`config.mk`:
```
export PLATFORM = sky130hd
export DESIGN_NAME = mem_access_stage
export DESIGN_NICKNAME = d
export VERILOG_FILES = /design/src/rtl/mem_access_stage.sv
export SDC_FILE = /design/constraint.sdc
export NUM_CORES = 1
export LEC_CHECK = 0
export BUFFER_PORTS_ARGS = -buffer_cell sky130_fd_sc_hd__clkbuf_2
export CAP_MARGIN = 20
export CORE_MARGIN = 4
export CORE_UTILIZATION = 40
export DETAILED_ROUTE_END_ITERATION = 6
export PLACE_DENSITY = 0.75
export SYNTH_ARGS = -nofsm -noshare
export SYNTH_HDL_FRONTEND = slang
export SYNTH_SLANG_ARGS = --single-unit
```
`constraint.sdc`:
```
create_clock -name clk -period 3.2 [get_ports clk]
set_input_delay 0 -clock clk [delete_from_list [all_inputs] [get_ports clk]]
set_output_delay 0 -clock clk [all_outputs]
set_load 0.005 [all_outputs]
```
`src/rtl/mem_access_stage.sv`:
```
// RV32I memory stage: issues loads/stores over a req/ready bus, steers byte lanes,
// extends load data and drives the MEM/WB pipeline register.
module mem_access_stage #(
    parameter int unsigned TIMEOUT = 255
) (
    input  logic        clk,
    input  logic        rst_n,
    input  logic        RegWriteM,
    input  logic        ResultSrcM,
    input  logic        MemWriteM,
    input  logic [2:0]  funct3M,
    input  logic [31:0] ALUResultM,
    input  logic [31:0] WriteDataM,
    input  logic [4:0]  RdM,
    output logic        mem_req,
    output logic        mem_we,
    output logic [31:0] mem_addr,
    output logic [31:0] mem_wdata,
    output logic [3:0]  mem_be,
    input  logic        mem_ready,
    input  logic [31:0] mem_rdata,
    output logic        StallM,
    output logic        RegWriteW,
    output logic        ResultSrcW,
    output logic [31:0] ALUResultW,
    output logic [31:0] ReadDataW,
    output logic [4:0]  RdW,
    output logic        misaligned,
    output logic        bus_err
);

    localparam logic [1:0] IDLE = 2'd0;
    localparam logic [1:0] REQ  = 2'd1;
    localparam logic [1:0] DONE = 2'd2;
    localparam logic [31:0] TO_LAST = TIMEOUT - 32'd1;

    logic [1:0]  state_r;
    logic [31:0] wait_cnt_r;
    logic [31:0] rdata_r;
    logic        timed_out_r;

    logic access_s;
    logic mis_s;
    logic go_s;
    logic timeout_s;

    function automatic logic addr_misaligned(input logic [2:0] f3, input logic [1:0] a);
        case (f3[1:0])
            2'b01:   return a[0];
            2'b10:   return (a != 2'b00);
            default: return 1'b0;
        endcase
    endfunction

    function automatic logic [3:0] store_be(input logic [2:0] f3, input logic [1:0] a);
        case (f3[1:0])
            2'b00:   return 4'b0001 << a;
            2'b01:   return a[1] ? 4'b1100 : 4'b0011;
            default: return 4'b1111;
        endcase
    endfunction

    function automatic logic [31:0] store_data(input logic [2:0] f3, input logic [31:0] d);
        case (f3[1:0])
            2'b00:   return {4{d[7:0]}};
            2'b01:   return {2{d[15:0]}};
            default: return d;
        endcase
    endfunction

    function automatic logic [31:0] load_extend(input logic [31:0] w, input logic [2:0] f3,
                                                input logic [1:0] a);
        logic [31:0] sh;
        sh = w >> {a, 3'b000};
        case (f3)
            3'b000:  return {{24{sh[7]}}, sh[7:0]};
            3'b001:  return {{16{sh[15]}}, sh[15:0]};
            3'b100:  return {24'd0, sh[7:0]};
            3'b101:  return {16'd0, sh[15:0]};
            default: return w;
        endcase
    endfunction

    // Access classification and stall; ready arriving with the timeout counts as success
    always_comb begin
        access_s  = ResultSrcM | MemWriteM;
        mis_s     = addr_misaligned(funct3M, ALUResultM[1:0]);
        go_s      = access_s & ~mis_s;
        StallM    = go_s & (state_r != DONE);
        timeout_s = (state_r == REQ) & ~mem_ready & (TIMEOUT != 0) & (wait_cnt_r == TO_LAST);
    end

    // Bus FSM: the request is registered so bus signals stay stable for the whole REQ phase
    always_ff @(posedge clk or negedge rst_n) begin
        if (!rst_n) begin
            state_r     <= IDLE;
            mem_req     <= 1'b0;
            mem_we      <= 1'b0;
            mem_addr    <= 32'd0;
            mem_wdata   <= 32'd0;
            mem_be      <= 4'd0;
            wait_cnt_r  <= 32'd0;
            rdata_r     <= 32'd0;
            timed_out_r <= 1'b0;
        end else begin
            case (state_r)
                IDLE: begin
                    if (go_s) begin
                        state_r     <= REQ;
                        mem_req     <= 1'b1;
                        mem_we      <= MemWriteM;
                        mem_addr    <= {ALUResultM[31:2], 2'b00};
                        mem_be      <= MemWriteM ? store_be(funct3M, ALUResultM[1:0]) : 4'b1111;
                        mem_wdata   <= MemWriteM ? store_data(funct3M, WriteDataM) : 32'd0;
                        wait_cnt_r  <= 32'd0;
                        timed_out_r <= 1'b0;
                    end else begin
                        state_r <= IDLE;
                    end
                end
                REQ: begin
                    if (mem_ready) begin
                        rdata_r <= mem_rdata;
                        mem_req <= 1'b0;
                        state_r <= DONE;
                    end else if (timeout_s) begin
                        timed_out_r <= 1'b1;
                        mem_req     <= 1'b0;
                        state_r     <= DONE;
                    end else begin
                        wait_cnt_r <= wait_cnt_r + 32'd1;
                    end
                end
                DONE: begin
                    state_r <= IDLE;
                end
                default: begin
                    state_r <= IDLE;
                    mem_req <= 1'b0;
                end
            endcase
        end
    end

    // MEM/WB register plus event pulses; a stalled cycle emits a bubble
    always_ff @(posedge clk or negedge rst_n) begin
        if (!rst_n) begin
            RegWriteW  <= 1'b0;
            ResultSrcW <= 1'b0;
            ALUResultW <= 32'd0;
            ReadDataW  <= 32'd0;
            RdW        <= 5'd0;
            misaligned <= 1'b0;
            bus_err    <= 1'b0;
        end else begin
            misaligned <= access_s & mis_s;
            bus_err    <= timeout_s;
            if (StallM) begin
                RegWriteW  <= 1'b0;
                ResultSrcW <= 1'b0;
                ALUResultW <= 32'd0;
                ReadDataW  <= 32'd0;
                RdW        <= 5'd0;
            end else begin
                RegWriteW  <= RegWriteM & ~(access_s & mis_s) & ~(go_s & timed_out_r);
                ResultSrcW <= ResultSrcM;
                ALUResultW <= ALUResultM;
                RdW        <= RdM;
                ReadDataW  <= (ResultSrcM & ~mis_s & ~timed_out_r)
                              ? load_extend(rdata_r, funct3M, ALUResultM[1:0]) : 32'd0;
            end
        end
    end

endmodule

```
### Word level (Yosys, flattened, before mapping)

Cells that the tools add are included.
W data, S select, Z words.

* bits in writable memories: 0
* memories: 0
* bits of input ports: 110
* ROM bits: 0
* latch bits: 0
* output and inout bits: 144
* flip-flop bits (word level): 208

* shifts and indexed selects: 2
* mux-type cells: 29
* divide/modulo/power cells: 0
* magnitude comparators: 0
* reductions and logical operators: 10
* multipliers: 0
* equality and inequality tests: 14
* add/sub/neg operators: 1
* bitwise operators: 17

Operators with widths (count)
* $mux W32: 7
* $pmux W32 S2: 2
* $pmux W32 S4: 1
* $add A32 B1 Y32 const B: 1
* $eq A32 B8 Y1 const B: 1
* $shr A32 B5 Y16: 1
* $and A1 B1 Y1: 10
* $ne A2 B2 Y1 const B: 5
* $mux W1: 9
* $mux W4: 2
* $pmux W4 S2: 1
* $reduce_and A4 Y1: 2
* $eq A3 B3 Y1 const B: 2
* $not A1 Y1: 6
* $mux W5: 1
* $eq A2 B1 Y1 const B: 2
* $eq A2 B2 Y1 const B: 2
* $logic_not A2 Y1: 2
* $mux W2: 2
* $pmux W1 S2: 2
* $pmux W2 S2: 1
* $reduce_and A2 Y1: 2
* $reduce_bool A2 Y1: 2
* $shl A1 B2 Y4 const A: 1
* 6 further kinds: 6

### Depth between registers and ports, before layout

* depth in word-level cells: 8
* gate-level depth with buffers: 10
* mapped depth without buffers: 8

### Least setup slack after synthesis

OpenSTA, ideal clock, no wires.

* path type: reg2reg
* start point: reg wait_cnt_r[0]
* end point: reg wait_cnt_r[31]
* arrival: 1797 ps
* slack: 1265 ps
* cell stages (with the launch flop): 10
* buffers on the path: 2
* path through: dfrtp_1 > inv_1 > ha_1 > nor4b_2 > nand3_1 > or3_1 > clkbuf_1 > clkbuf_1 > nand4_1 > o221ai_1

* cells in the longest elaborated chain, start to end: 4
* elaborated cells on any way between the ends: 8
* classes of those cells: add/sub (1); eq/ne (2); mux (3); bitwise (1); reduce/logical (1)

Ends and longest elaborated chain
* start, declared: RTL line 38 `logic [31:0] wait_cnt_r;`
* start signal, assigned: RTL line 131 `wait_cnt_r <= wait_cnt_r + 32'd1;`
* $add A32 B1 Y32 / $eq A32 B8 Y1 (equally long branches): RTL line 131, 90
* $mux W32 / $and A1 B1 Y1 (equally long branches): RTL line 126, 90
* $mux W32 / $ne A2 B2 Y1 (equally long branches)
* $pmux W32 S2 / $reduce_and A4 Y1 (equally long branches)

Parallel ways exist; a longest one is shown, timed or not. The select of a mux whose other input is x is not followed.
A chain may end at the register's enable or synchronous reset.

### Worst setup path after layout

* start point: reg wait_cnt_r[22]
* end point: reg wait_cnt_r[28]

Same word-level chain as after synthesis.

==> flow_summary.json <==
{
  "crit_slowest_cell": "or3_1",
  "grt_max_degree": 105,
  "synthCells": 884,
  "cts_setup_buffers": 0,
  "cp_num_buf_inv": 1,
  "yosysMostFrequentCell": "dfrtp_1",
  "synthTopCellsByCount": "dfrtp_1, nand2_1, mux2_2, o21ai_0, clkbuf_1",
  "first_global_vias": 8640,
  "hp-class": "in -> reg",
  "place_area_mm2": 0.0108,
  "synth_seq_cells": 208,
  "crit_chain": "nor4_1 > nand4_1 > or3_1 > buf_4 > a41oi_1 > a31oi_2",
  "numPortBuffers": 251,
  "fp.coreArea_mm2": 0.0227,
  "clockRootBuffer": "clkbuf_16",
  "routed_wl_um": 28200,
  "nets": 1349,
  "rr_endpoint": "wait_cnt_r[28]",
  "routabilityCongestion": 0.894,
  "hold_path.startpoint": "ALUResultM[1]",
  "clockBufferDepth": 3,
  "drv_cap": 0,
  "dpl.hpwl_um": 18000,
  "fin_crit_sh_pct": 79.1,
  "num_vias": 8307,
  "finalPower_mw": 9.38,
  "timing.rr.start": "wait_cnt_r[22]",
  "htreeDepth": 1,
  "pre_cts_slack_ns": 0.637,
  "cts_resized": 0,
  "drive_gt1_share_pct": 31.1,
  "synth.top_cell.area_share_pct": 56.2,
  "nFillCells": 1815,
  "ys_warn_count": 0,
  "drtPass1Iterations": 5,
  "fmax_ghz": 0.395,
  "final.setup.worst_slack_ns": 0.667,
  "dieArea_mm2": 0.0256,
  "overflow": 0,
  "clock_latency_ns": 0.51,
  "leakagePower_nw": 6.13,
  "avgRoutedWirePerCell_um": 18.4,
  "drt_iter0_drc": 807,
  "syn_area_mm2": 0.00926,
  "synth_largest_area_cell": "dfrtp_1",
  "numCtsBuffers": 23,
  "slew_violations": 0,
  "die_w_um": 160,
  "grt_pass1_wl_um": 46000,
  "reg2reg_slack_ns": 0.67,
  "finalSetupTns_ns": 0,
  "holdPathStages": 3,
  "synth-seq-area-share_pct": 56.2,
  "die_h_um": 160,
  "powerDensity_mw_per_mm2": 737,
  "r2r_cells": 6,
  "cp_max_fo": 27,
  "cp-end-kind": "register",
  "skew_ns": 0.0192,
  "cp.required_ns": 3.56,
  "initial_core_util_pct": 40.8,
  "worst_pin_slew_ns": 0.802,
  "critical_path_class": "reg -> reg",
  "period_minus_slack_ns": 2.53,
  "critPathMaxStageDelay_ns": 0.67,
  "tritoncts": "built",
  "relSlewSlack_pct": 46.1,
  "setup_viol_count_final": 0,
  "synth.avg_cell_area_um2": 10.5,
  "hold_viol": 0,
  "worstHoldEndpoint": "ALUResultW[1]",
  "synth_ff_type": "dfrtp_1",
  "path_delay_family": "simple AND/OR/NAND/NOR gates",
  "antenna_found_initial": 3,
  "grt_use_total_pct": 21.4,
  "avgViaCountPerCell": 5.41,
  "rsz0062_at_grt": "no",
  "areaGrowthSynthToFinish_pct": 37.5,
  "arrival_ns": 2.90,
  "antenna_left": 0,
  "clkSlewWorstSetupHoldPaths_ns": 0.06,
  "synth-edff-count": 0,
  "max-vdd-ir-drop_mv": 0.501,
  "yosysUniqueCellTypes": 51,
  "synth_area_leaders": "dfrtp_1, mux2_2, nand2_1",
  "std_cell_rows": 55,
  "cts.sinks": 208,
  "fin_area_mm2": 0.0127,
  "drc": 0,
  "status": "finished clean",
  "io_pins": 254,
  "async_reset_ff_share_pct": 100,
  "critPathLaunchType": "register"
}
[worst max-delay path by stage]
stage / cells past startpoint / slack, ns / from / end
2_1_floorplan: 9 / 1.27 / wait_cnt_r[0] / wait_cnt_r[31]
3_3_place_gp: 9 / 0.72 / funct3M[0] / wait_cnt_r[31]
3_5_place_dp: 9 / 0.64 / funct3M[1] / wait_cnt_r[31]
4_1_cts: 6 / 0.67 / wait_cnt_r[22] / wait_cnt_r[28]
5_1_grt: 6 / 0.47 / wait_cnt_r[28] / wait_cnt_r[28]
6_report: 6 / 0.67 / wait_cnt_r[22] / wait_cnt_r[28]
[placed cells by master (no fill, tap or decap), types with 15 or more instances in the layout]
master         count
a21oi_1           25
a22oi_1           17
a31oi_1           20
and2_1            41
buf_4             17
clkbuf_16         23
clkbuf_2         250
dfrtp_1          208
dlygate4sd3_1    114
mux2_2            64
nand2_1          146
nand3_1           22
nand4_1           15
nor2_1            35
nor3_1            27
o21ai_0           63
o31ai_1           17
[through the flow]
| stage | hold slack (ns) | util (%) | cells |
|---|---|---|---|
| 2_1_floorplan | -0.296 | - | 885 |
| 3_3_place_gp | 0.102 | 47.5 | 1378 |
| 3_5_place_dp | 0.0977 | 47.5 | 1378 |
| 4_1_cts | 0.000811 | 55.9 | 1532 |
| 5_1_grt | 0.0193 | 56.1 | 1536 |
| 6_report | 0.0206 | 56.1 | 1536 |
[power by group]
part	internal, mW	switching (mW)
combinational	1.36	1.44
clock	1.60	1.05
sequential	3.40	0.531
total	6.35	3.03
[area by class of cell]
class,count,area [µm²],share of cell area [%]
multi-input cells,605,3760,29.5
repair buffers,385,2600,20.4
diodes,2,5.00,0.0393
clock inverters,7,96.3,0.757
clock buffers,33,663,5.21
flip-flops and latches,208,5200,40.9
inverters,11,41.3,0.324
well taps,285,357,2.80
[sequential cells by signal, summed over array words and instances (netlist names), 2 cells and up]
name        count
mem_be          4
ALUResultW     32
wait_cnt_r     32
RdW             5
rdata_r        32
state_r         2
mem_wdata      32
mem_addr       30
ReadDataW      32
[tightest hold or removal path, stage by stage]
cell	delay [ns]
clkbuf_2	0.11
buf_4	0.22
and2_1	0.16
[logic make-up after synthesis]
| logic type | after synthesis | synth area share [%] |
|---|---|---|
| adder cells (fa/ha/maj) | 5 | 0.676 |
| buffers and inverters | 72 | 3.30 |
| AND/OR/NAND/NOR | 348 | 18.6 |
| flip-flops | 208 | 56.2 |
| multiplexers | 73 | 8.89 |
| AO/OA/AOI/OAI | 177 | 12.3 |
| other | 1 | 0.0405 |
[routing by layer]
metal / vias up / routed length [µm] / global-route usage [%]
li1: 3822 / - / -
met3: 49 / 1850 / 3.85
met2: 361 / 13700 / 36.2
met5: - / 13 / 0
met4: 2 / 604 / 4.85
met1: 4073 / 12000 / 28.7
[what timing repair did]
action                                  CTS  global route
hold endpoints to repair                218             0
endpoints found under the setup margin    0             0
hold buffers                            114             0
No activity file was read; power rests on OpenSTA's default activity.
